`src/rtl/mips_write_checker_chk_table.sv`:
```
// -----------------------------------------------------------------------------
// chk_table
// Expected-write table: DEPTH entries of {address, data}, one synchronous
// write port and one asynchronous read port.
// Ports:
//   clk    in  clock (write on posedge)
//   we     in  write enable
//   widx   in  write index
//   wadr   in  expected address to store
//   wdata  in  expected data to store
//   ridx   in  read index (checker pointer)
//   radr   out stored address at ridx
//   rdata  out stored data at ridx
// The storage is intentionally not reset; the checker's entry count gates use.
// -----------------------------------------------------------------------------
module chk_table #(
    parameter int AW    = 32,
    parameter int DW    = 32,
    parameter int DEPTH = 8,
    parameter int IW    = (DEPTH > 1) ? $clog2(DEPTH) : 1
) (
    input  logic          clk,
    input  logic          we,
    input  logic [IW-1:0] widx,
    input  logic [AW-1:0] wadr,
    input  logic [DW-1:0] wdata,
    input  logic [IW-1:0] ridx,
    output logic [AW-1:0] radr,
    output logic [DW-1:0] rdata
);

    logic [AW-1:0] adr_mem  [DEPTH];
    logic [DW-1:0] data_mem [DEPTH];

    // Out-of-range indices (non power-of-two DEPTH) are dropped.
    always_ff @(posedge clk) begin
        if (we && (int'(widx) < DEPTH)) begin
            adr_mem[widx]  <= wadr;
            data_mem[widx] <= wdata;
        end
    end

    assign radr  = adr_mem[ridx];
    assign rdata = data_mem[ridx];

endmodule

```
`config.mk`:
```
export PLATFORM = sky130hd
export DESIGN_NAME = chk_table
export DESIGN_NICKNAME = d
export VERILOG_FILES = /design/src/rtl/mips_write_checker_chk_table.sv
export SDC_FILE = /design/constraint.sdc
export NUM_CORES = 1
export LEC_CHECK = 0
export ABC_AREA = 1
export BUFFER_PORTS_ARGS = -buffer_cell sky130_fd_sc_hd__buf_2
export CAP_MARGIN = 40
export CORE_ASPECT_RATIO = 0.6
export CORE_MARGIN = 2
export CORE_UTILIZATION = 55
export CTS_BUF_LIST = sky130_fd_sc_hd__clkbuf_16
export CTS_CLUSTER_DIAMETER = 150
export DETAILED_ROUTE_END_ITERATION = 16
export HOLD_SLACK_MARGIN = 0.05
export PLACE_DENSITY = 0.8
export SLEW_MARGIN = 20
export SYNTH_ARGS = -nofsm -noshare
export SYNTH_HDL_FRONTEND = slang
export SYNTH_SLANG_ARGS = --single-unit
```
`constraint.sdc`:
```
create_clock -name clk -period 3.7 [get_ports clk]
set_input_delay 0.185 -clock clk [delete_from_list [all_inputs] [get_ports clk]]
set_output_delay 0.185 -clock clk [all_outputs]
set_load 0.005 [all_outputs]
```
# Word-level counts from Yosys, hierarchy flattened
# Memory sizes are Yosys's and may differ from the RTL's.
# Index checks and enable logic that the tools add are counted.
dict set report op_classes {
  mux 2
}
# op n
set ops {}
lappend ops {{2-to-1 mux 1 bit} 2}
dict set report word_totals {
  reg_bits 0
  ramBits 512
  in_bits 72
  output_inout_bits 64
  elab_cells 4
  memories 2
}
# name words width read_ports rd_clocked_by_memory_dff wr line_no
set memory_table {}
lappend memory_table {adr_mem 8 32 1 0 1 32} ;# logic [AW-1:0] adr_mem [DEPTH];
lappend memory_table {data_mem 8 32 1 0 1 33} ;# logic [DW-1:0] data_mem [DEPTH];

# Depth between registers and ports, before layout
# Gate-level depths: netlist of the first run.
dict set report depth {
  word_depth 2
  mapped_depth 9
  depth_no_buf 6
}

# Worst setup path after synthesis of the first run
# No wires, ideal clock.
dict set report synth_timing {
  kind {input -> register}
  start {in widx[0]}
  end {mem adr_mem[0][0], enable pin}
  setup_time_ps 487
  t_arrival_ps 3004
  required_ps 3213
  slack_ps 209
  cell_stages 3
  path_buffers 0
  path_cell_list {inv_1 > nand2_1 > nor2_1}
}
# item line_no
set synth_lines {}
lappend synth_lines {{start: declaration} 24} ;# input logic [IW-1:0] widx,
lappend synth_lines {{end: declaration} 32}
# Straight into the memory's write port.

# Worst setup path in the final report of the first run
dict set report layout_timing {
  start {in ridx[1]}
  end {out rdata[5]}
}
dict set report layout_between {
  elab_chain_len 1
}
# item line_no
set layout_rtl {}
lappend layout_rtl {{start: declaration} 27} ;# input logic [IW-1:0] ridx,
lappend layout_rtl {{memory (8 x 32 bit)} n/a}
lappend layout_rtl {{end: declaration} 29} ;# output logic [DW-1:0] rdata
# No other way between the ends.

==> summary.json, run 1 <==
{
  "outcome": {"value": "complete, no violations"},
  "cp_num_cells": {"value": 7},
  "critPathLaunchType": {"value": "input port"},
  "grt_first_pass_wirelength": {"value": 78000, "unit": "um"},
  "synth.largest_area_cell": {"value": "sky130_fd_sc_hd__edfxtp_1"},
  "worstMarginPinSlew": {"value": 784, "unit": "ps"},
  "detail-route-antenna-nets": {"value": 0},
  "grt_setup_unrepaired": {"value": "no"},
  "grt-ovfl-total": {"value": 0},
  "max_slew_headroom": {"value": 47.7, "unit": "%"},
  "remaining_drc_errors": {"value": 0},
  "fmax": {"value": 450, "unit": "MHz"},
  "die_h": {"value": 160, "unit": "um"},
  "synth.area.mux_share": {"value": 0, "unit": "%"},
  "biggest_cell_delay_along_the_critical_path": {"value": 700, "unit": "ps"},
  "final_min_period_over_clock_period": {"value": 60.1, "unit": "%"},
  "cts-buffers-inserted": {"value": 45},
  "synthesis.yosys.warnings": {"value": 0},
  "synthCells": {"value": 2230},
  "totalPowerFinal": {"value": 11.7, "unit": "mW"},
  "h-tree-depth": {"value": 2},
  "die_area": {"value": 0.0424, "unit": "sq mm"},
  "end_kind": {"value": "output pin"},
  "drt_first_pass_iters": {"value": 5},
  "final-hold-violation-count": {"value": 0},
  "cts.path.max_buffers": {"value": 3},
  "worst-endpoint-arrival": {"value": 2040, "unit": "ps"},
  "postSynthNetCount": {"value": 2302},
  "final.setup.tns": {"value": 0, "unit": "ps"},
  "placementRows": {"value": 57},
  "cts_setup_buffers": {"value": 0},
  "worst_hold_path_stage_count": {"value": 4},
  "coreArea": {"value": 0.0403, "unit": "sq mm"},
  "syn-cell-area": {"value": 0.0224, "unit": "sq mm"},
  "grt.total_usage": {"value": 23.5, "unit": "%"},
  "yosysUniqueCellTypes": {"value": 11},
  "slowest_stage": {"value": "sky130_fd_sc_hd__buf_4"},
  "ctsRootBufferMaster": {"value": "sky130_fd_sc_hd__clkbuf_16"},
  "timing.critical_path.cells": {"value": "buf_4 -> buf_4 -> nand3_1 -> nand2_1 -> nand2_1 -> nand2_1 -> buf_2"},
  "route.detailed.wl_per_inst": {"value": 16.8, "unit": "um"},
  "synth_seq_cells": {"value": 512},
  "synthDominantCellAreaShare": {"value": 68.7, "unit": "%"},
  "synth-seq-area-share": {"value": 68.7, "unit": "%"},
  "port_buffers": {"value": 135},
  "synth.avg_cell_area": {"value": 10.0, "unit": "sq um"},
  "drtIter0Drc": {"value": 1333},
  "fin_nets": {"value": 2470},
  "top_level_ports": {"value": 136},
  "gp_congestion": {"value": 0.736},
  "synthSimpleGateAreaFrac": {"value": 19.9, "unit": "%"},
  "number_of_violations_of_the_max_capacitance_limit": {"value": 0},
  "timing.critical_path.fanout_max": {"value": 58},
  "antenna_found_initial": {"value": 2},
  "synth_most_common_cell": {"value": "sky130_fd_sc_hd__nand2_1"},
  "p_per_area": {"value": 459, "unit": "mW/mm^2"},
  "asyncSetResetFlopFracSynth": {"value": 0, "unit": "%"},
  "leakage": {"value": 11.8, "unit": "nW"},
  "critical_path_buf_inv_count": {"value": 3},
  "maximum_vdd_ir_drop": {"value": 0.369, "unit": "mV"},
  "share_of_final_layout_standard_cells_stronger_than_drive_strength_1": {"value": 8.80, "unit": "%"},
  "pin_count_of_the_biggest_net_entering_global_routing": {"value": 257},
  "syn_to_final_growth": {"value": 13.5, "unit": "%"},
  "setup.worst_path.class": {"value": "input port to output pin"},
  "top_flip_flop_cell_by_instance_count_after_synthesis": {"value": "sky130_fd_sc_hd__edfxtp_1"},
  "setup-violations-final": {"value": 0},
  "drv_slew": {"value": 0},
  "cp_data_required_time": {"value": 3510, "unit": "ps"},
  "dr_total_vias": {"value": 14895},
  "die_width": {"value": 264, "unit": "um"},
  "starting_density_of_the_core": {"value": 55.5, "unit": "%"},
  "cts.clk_slew.worst_paths": {"value": 60, "unit": "ps"},
  "largest_family_of_logic_cells_by_synthesized_area": {"value": "simple AND/OR/NAND/NOR gates"},
  "path_common_cell": {"value": "sky130_fd_sc_hd__nand2_1"},
  "fillCellCount": {"value": 3036},
  "synth.cells.most_frequent": {"value": "838 x sky130_fd_sc_hd__nand2_1, 516 x sky130_fd_sc_hd__inv_1, 512 x sky130_fd_sc_hd__edfxtp_1"},
  "cts_tree": {"value": "done"},
  "grt_pass1_vias": {"value": 14587},
  "path_delay_family": {"value": "buffers and inverters"},
  "place.detailed.hpwl": {"value": 24800, "unit": "um"},
  "vias_per_cell": {"value": 5.04},
  "hold_end": {"value": "adr_mem[2][9]"},
  "cts.sink_count": {"value": 512},
  "hold_path.class": {"value": "input port to flop"},
  "routed_wirelength": {"value": 49500, "unit": "um"},
  "final.min_clock_period": {"value": 2220, "unit": "ps"},
  "post_synth_fa_ha_maj_area_fraction": {"value": 0, "unit": "%"},
  "count_of_flip_flops_with_a_built_in_enable_after_synthesis": {"value": 512},
  "synth_xor_xnor_area_share": {"value": 0, "unit": "%"},
  "hold_path_startpoint": {"value": "widx[1]"},
  "synth_compound_area_share": {"value": 0, "unit": "%"},
  "synthTopCellsByArea": {"value": "sky130_fd_sc_hd__edfxtp_1 69%, sky130_fd_sc_hd__nand2_1 14%, sky130_fd_sc_hd__inv_1 8.7%, sky130_fd_sc_hd__nand3_1 5.7%, sky130_fd_sc_hd__buf_2 1.2%"}
}
[final cells by class]
class	instances	area (sq um)	share of cell area, %
Antenna cell	2	5.00	0.0197
Clock buffer	45	1130	4.44
Clock inverter	24	92.6	0.365
Inverter	518	1950	7.70
Multi-Input combinational cell	1102	4520	17.8
Sequential cell	512	15400	60.6
Tap cell	531	664	2.62
Timing Repair Buffer	219	1650	6.51
[cells in the final DEF, fill, tap and decap left out]
| cell | count |
|---|---|
| sky130_fd_sc_hd__nand2_1 | 838 |
| sky130_fd_sc_hd__inv_1 | 527 |
| sky130_fd_sc_hd__edfxtp_1 | 512 |
| sky130_fd_sc_hd__nand3_1 | 256 |
| sky130_fd_sc_hd__buf_2 | 133 |
| sky130_fd_sc_hd__dlygate4sd3_1 | 64 |
| sky130_fd_sc_hd__clkbuf_16 | 45 |
| sky130_fd_sc_hd__buf_12 | 11 |
| sky130_fd_sc_hd__clkinv_1 | 10 |
| sky130_fd_sc_hd__nor2_4 | 8 |
| sky130_fd_sc_hd__buf_4 | 8 |
| sky130_fd_sc_hd__diode_2 | 2 |
| sky130_fd_sc_hd__inv_6 | 2 |
| sky130_fd_sc_hd__clkinv_2 | 2 |
| sky130_fd_sc_hd__buf_16 | 2 |
| sky130_fd_sc_hd__inv_2 | 1 |
| sky130_fd_sc_hd__buf_6 | 1 |
[sequential cells by signal (all words and copies together) (netlist names)]
signal,flops
data_mem,256
adr_mem,256
[how the worst max path moves through the flow]
| stage | start | endpoint |
|---|---|---|
| floorplan | widx[0] | adr_mem[0][0] |
| global placement | ridx[1] | rdata[20] |
| detailed placement | ridx[1] | rdata[20] |
| CTS | ridx[1] | rdata[5] |
| global route | ridx[1] | rdata[5] |
| finish | ridx[1] | rdata[5] |
[through the flow]
stage	util (%)	cell area [sq um]	cells	worst slack (ps)	hold slack [ps]
2_1_floorplan	-	22400	2230	209	284
3_3_place_gp	58.2	23500	2816	1460	445
3_5_place_dp	58.3	23500	2817	1520	451
4_1_cts	62.9	25400	2950	1460	428
5_1_grt	63.0	25400	2953	1380	439
6_report	63.0	25400	2953	1480	441
[tightest hold or removal path: stages]
cell and delay, ps:
sky130_fd_sc_hd__buf_2 110, sky130_fd_sc_hd__nand2_1 170, sky130_fd_sc_hd__nor2_4 50, sky130_fd_sc_hd__buf_12 240
[repair_timing]
action | in CTS | in global routing
hold buffers | 64 | 0
resized for setup | 0 | 0
endpoints found under the hold margin | 512 | 0
setup endpoints to repair | 0 | 0
[power breakdown]
| group | total (mW) | switching, mW | internal [mW] | leakage, nW |
|---|---|---|---|---|
| Combinational | 0.953 | 0.635 | 0.318 | 6.49 |
| Sequential | 6.62 | 0.0420 | 6.58 | 4.65 |
| Clock | 4.09 | 1.92 | 2.17 | 0.642 |
| Total | 11.7 | 2.59 | 9.07 | 11.8 |
[cell families (layout without fill, tap and decap cells)]
family        count (synthesis)  after routing
buf+inv                     616            806
flops                       512            512
other cells                   0              2
simple gates               1102           1102
[per-layer routing]
| metal | vias up | GRT usage, % | share of wire (%) |
|---|---|---|---|
| met4 | 0 | 7.10 | 2.0 |
| met3 | 90 | 3.67 | 6.9 |
| met1 | 7053 | 30.7 | 41 |
| met2 | 514 | 40.8 | 50 |
| met5 | - | 0 | 0 |
| li1 | 7238 | - | - |
Note: power is estimated with default switching activity, not from simulation.
==> inputs of run 2 (changes only) <==
--- a/config.mk
+++ b/config.mk
@@ -10,12 +10,12 @@
 export CAP_MARGIN = 40
 export CORE_ASPECT_RATIO = 0.6
 export CORE_MARGIN = 2
-export CORE_UTILIZATION = 55
+export CORE_UTILIZATION = 61
 export CTS_BUF_LIST = sky130_fd_sc_hd__clkbuf_16
 export CTS_CLUSTER_DIAMETER = 150
 export DETAILED_ROUTE_END_ITERATION = 16
 export HOLD_SLACK_MARGIN = 0.05
-export PLACE_DENSITY = 0.8
+export PLACE_DENSITY = 0.84
 export SLEW_MARGIN = 20
 export SYNTH_ARGS = -nofsm -noshare
 export SYNTH_HDL_FRONTEND = slang
==> constraint.sdc (replaced) <==
create_clock -name clk -period 2.29 [get_ports clk]
set_input_delay 0.1145 -clock clk [delete_from_list [all_inputs] [get_ports clk]]
set_output_delay 0.1145 -clock clk [all_outputs]
set_load 0.005 [all_outputs]
==> run 2 against run 1 <==
Effect of this change:
- power up 68%
- flip-flop and latch count did not move
- non-clock buffer count rose by 6
- combinational power up 65%
- worst setup slack got worse by 910 ps
- die area shrank 9.6%
- clock power up 79%
- sequential power is 62% higher
- clock-buffer cell count is 2 higher
- hold slack got worse by 110 ps
- final cell count is 1.2% lower
- critical path depth stayed put
- critical path type is now flop to output pin
==> summary.json, run 2 (same netlist as run 1, synthesis figures left out) <==
{
  "outcome": {"value": "complete, no violations"},
  "coreArea": {"value": 0.0362, "unit": "sq mm"},
  "route.layer.met1.wl": {"value": 19600, "unit": "um"},
  "timing.critical_path.cells": {"value": "inv_1 -> nand2_1 -> nand3_1 -> nand2_1 -> nand2_1 -> nand2_1 -> buf_2"},
  "detail-route-antenna-nets": {"value": 0},
  "setup.worst_path.class": {"value": "flop to output pin"},
  "fmax": {"value": 582, "unit": "MHz"},
  "layout.core_utilization": {"value": 70.8, "unit": "%"},
  "port_buffers": {"value": 135},
  "cp_data_required_time": {"value": 2180, "unit": "ps"},
  "leakage": {"value": 11.9, "unit": "nW"},
  "grt_first_pass_wirelength": {"value": 77600, "unit": "um"},
  "cts.path.max_buffers": {"value": 3},
  "final.min_clock_period": {"value": 1720, "unit": "ps"},
  "postLayoutSetupSlackWorst": {"value": 571, "unit": "ps"},
  "biggest_cell_delay_along_the_critical_path": {"value": 370, "unit": "ps"},
  "grt_setup_unrepaired": {"value": "no"},
  "share_of_final_layout_standard_cells_stronger_than_drive_strength_1": {"value": 9.51, "unit": "%"},
  "max_slew_headroom": {"value": 43.7, "unit": "%"},
  "grt.total_usage": {"value": 25.9, "unit": "%"},
  "layout_top_registers": {"value": "adr_mem x256, data_mem x256"},
  "starting_density_of_the_core": {"value": 61.8, "unit": "%"},
  "dp_slack": {"value": 699, "unit": "ps"},
  "routed_wirelength": {"value": 49300, "unit": "um"},
  "hold_path.class": {"value": "input port to flop"},
  "die_h": {"value": 152, "unit": "um"},
  "grt-ovfl-total": {"value": 0},
  "timing.critical_path.fanout_max": {"value": 1},
  "worstMarginPinSlew": {"value": 844, "unit": "ps"},
  "mostFrequentLayoutCells": {"value": "838 x sky130_fd_sc_hd__nand2_1, 525 x sky130_fd_sc_hd__inv_1, 512 x sky130_fd_sc_hd__edfxtp_1, 256 x sky130_fd_sc_hd__nand3_1, 133 x sky130_fd_sc_hd__buf_2"},
  "drv_slew": {"value": 0},
  "met3RoutedLength": {"value": 4060, "unit": "um"},
  "path_common_cell": {"value": "sky130_fd_sc_hd__nand2_1"},
  "end_kind": {"value": "output pin"},
  "cts.clk_slew.worst_paths": {"value": 70, "unit": "ps"},
  "gp_congestion": {"value": 0.753},
  "number_of_violations_of_the_max_capacitance_limit": {"value": 0},
  "dr_total_vias": {"value": 15151},
  "grt_pass1_vias": {"value": 14983},
  "cts_resized": {"value": 0},
  "route.met2.wl": {"value": 24400, "unit": "um"},
  "cts-buffers-inserted": {"value": 45},
  "p_per_area": {"value": 765, "unit": "mW/mm^2"},
  "antenna_found_initial": {"value": 2},
  "final_min_period_over_clock_period": {"value": 75.1, "unit": "%"},
  "h-tree-depth": {"value": 2},
  "fin_nets": {"value": 2476},
  "die_area": {"value": 0.0383, "unit": "sq mm"},
  "worst-endpoint-arrival": {"value": 1600, "unit": "ps"},
  "placementRows": {"value": 54},
  "syn_to_final_growth": {"value": 14.5, "unit": "%"},
  "cts_tree": {"value": "done"},
  "drtIter0Drc": {"value": 1632},
  "totalPowerFinal": {"value": 19.6, "unit": "mW"},
  "highest_layer": {"value": "met4"},
  "pin_count_of_the_biggest_net_entering_global_routing": {"value": 153},
  "die_width": {"value": 251, "unit": "um"},
  "final.hold.worst_slack": {"value": 331, "unit": "ps"},
  "remaining_drc_errors": {"value": 0},
  "maximum_vdd_ir_drop": {"value": 0.613, "unit": "mV"},
  "final-hold-violation-count": {"value": 0},
  "critPathLaunchType": {"value": "flop"},
  "setup-violations-final": {"value": 0},
  "place.detailed.hpwl": {"value": 25800, "unit": "um"},
  "ctsRootBufferMaster": {"value": "sky130_fd_sc_hd__clkbuf_16"},
  "route.detailed.wl_per_inst": {"value": 16.9, "unit": "um"},
  "layout_commonest_cell": {"value": "sky130_fd_sc_hd__nand2_1"},
  "drt_first_pass_iters": {"value": 7},
  "vias_per_cell": {"value": 5.19},
  "cts.sink_count": {"value": 512},
  "top_level_ports": {"value": 136},
  "slowest_stage": {"value": "sky130_fd_sc_hd__edfxtp_1"}
}
## run 2: cell types whose count changed in the layout (fill, tap and decap cells not counted), sizes merged
| cell | previous run | this run |
|---|---|---|
| clkinvlp | 0 | 2 |
| bufinv | 0 | 3 |
| inv | 530 | 529 |
| clkbuf | 45 | 47 |
| clkinv | 12 | 20 |
| buf | 155 | 161 |
## run 2: final cells by class
class                   instances  area, sq um
fillers                      2346        10600
multi-input cells            1102         4520
well taps                     476          596
diodes                          2         5.00
flip-flops and latches        512        15400
clock inverters                36          235
clock buffers                  47         1180
inverters                     518         1950
repair buffers                225         1770
## run 2: worst max-delay path: cells and delay by family, from the launching register on
family | cells | cell delay (ps)
buffers and inverters | 2 | 210
flip-flops | 1 | 370
AND/OR/NAND/NOR | 5 | 450
## run 2: layer usage
metal	GRT usage (%)	vias up
met3	4.39	99
li1	-	7259
met5	0	-
met4	9.16	0
met1	34.3	7073
met2	43.8	720
## run 2: final timing paths
path | start | endpoint | slack (ps) | cells after the start
hold / removal | widx[2] | data_mem[4][1] | 330 | 4
setup / recovery | adr_mem[3][16] | radr[16] | 570 | 7
## run 2: through the flow
| stage | std cells | area, sq um | setup TNS [ps] |
|---|---|---|---|
| global placement | 2769 | 23600 | 0 |
| detailed placement | 2769 | 23600 | 0 |
| global route | 2918 | 25600 | 0 |
| CTS | 2916 | 25600 | 0 |
| floorplan | 2230 | 22400 | -45080 |
| finish | 2918 | 25600 | 0 |
## run 2: timing repair
action,in CTS,in global routing
hold buffers,64,0
endpoints found under the hold margin,512,0
buffers inserted,0,0
## run 2: power breakdown
group | switching [mW] | leakage, nW | internal, mW
clock | 3.30 | 0.727 | 4.05
sequential | 0.0703 | 4.65 | 10.6
combinational | 1.04 | 6.55 | 0.533
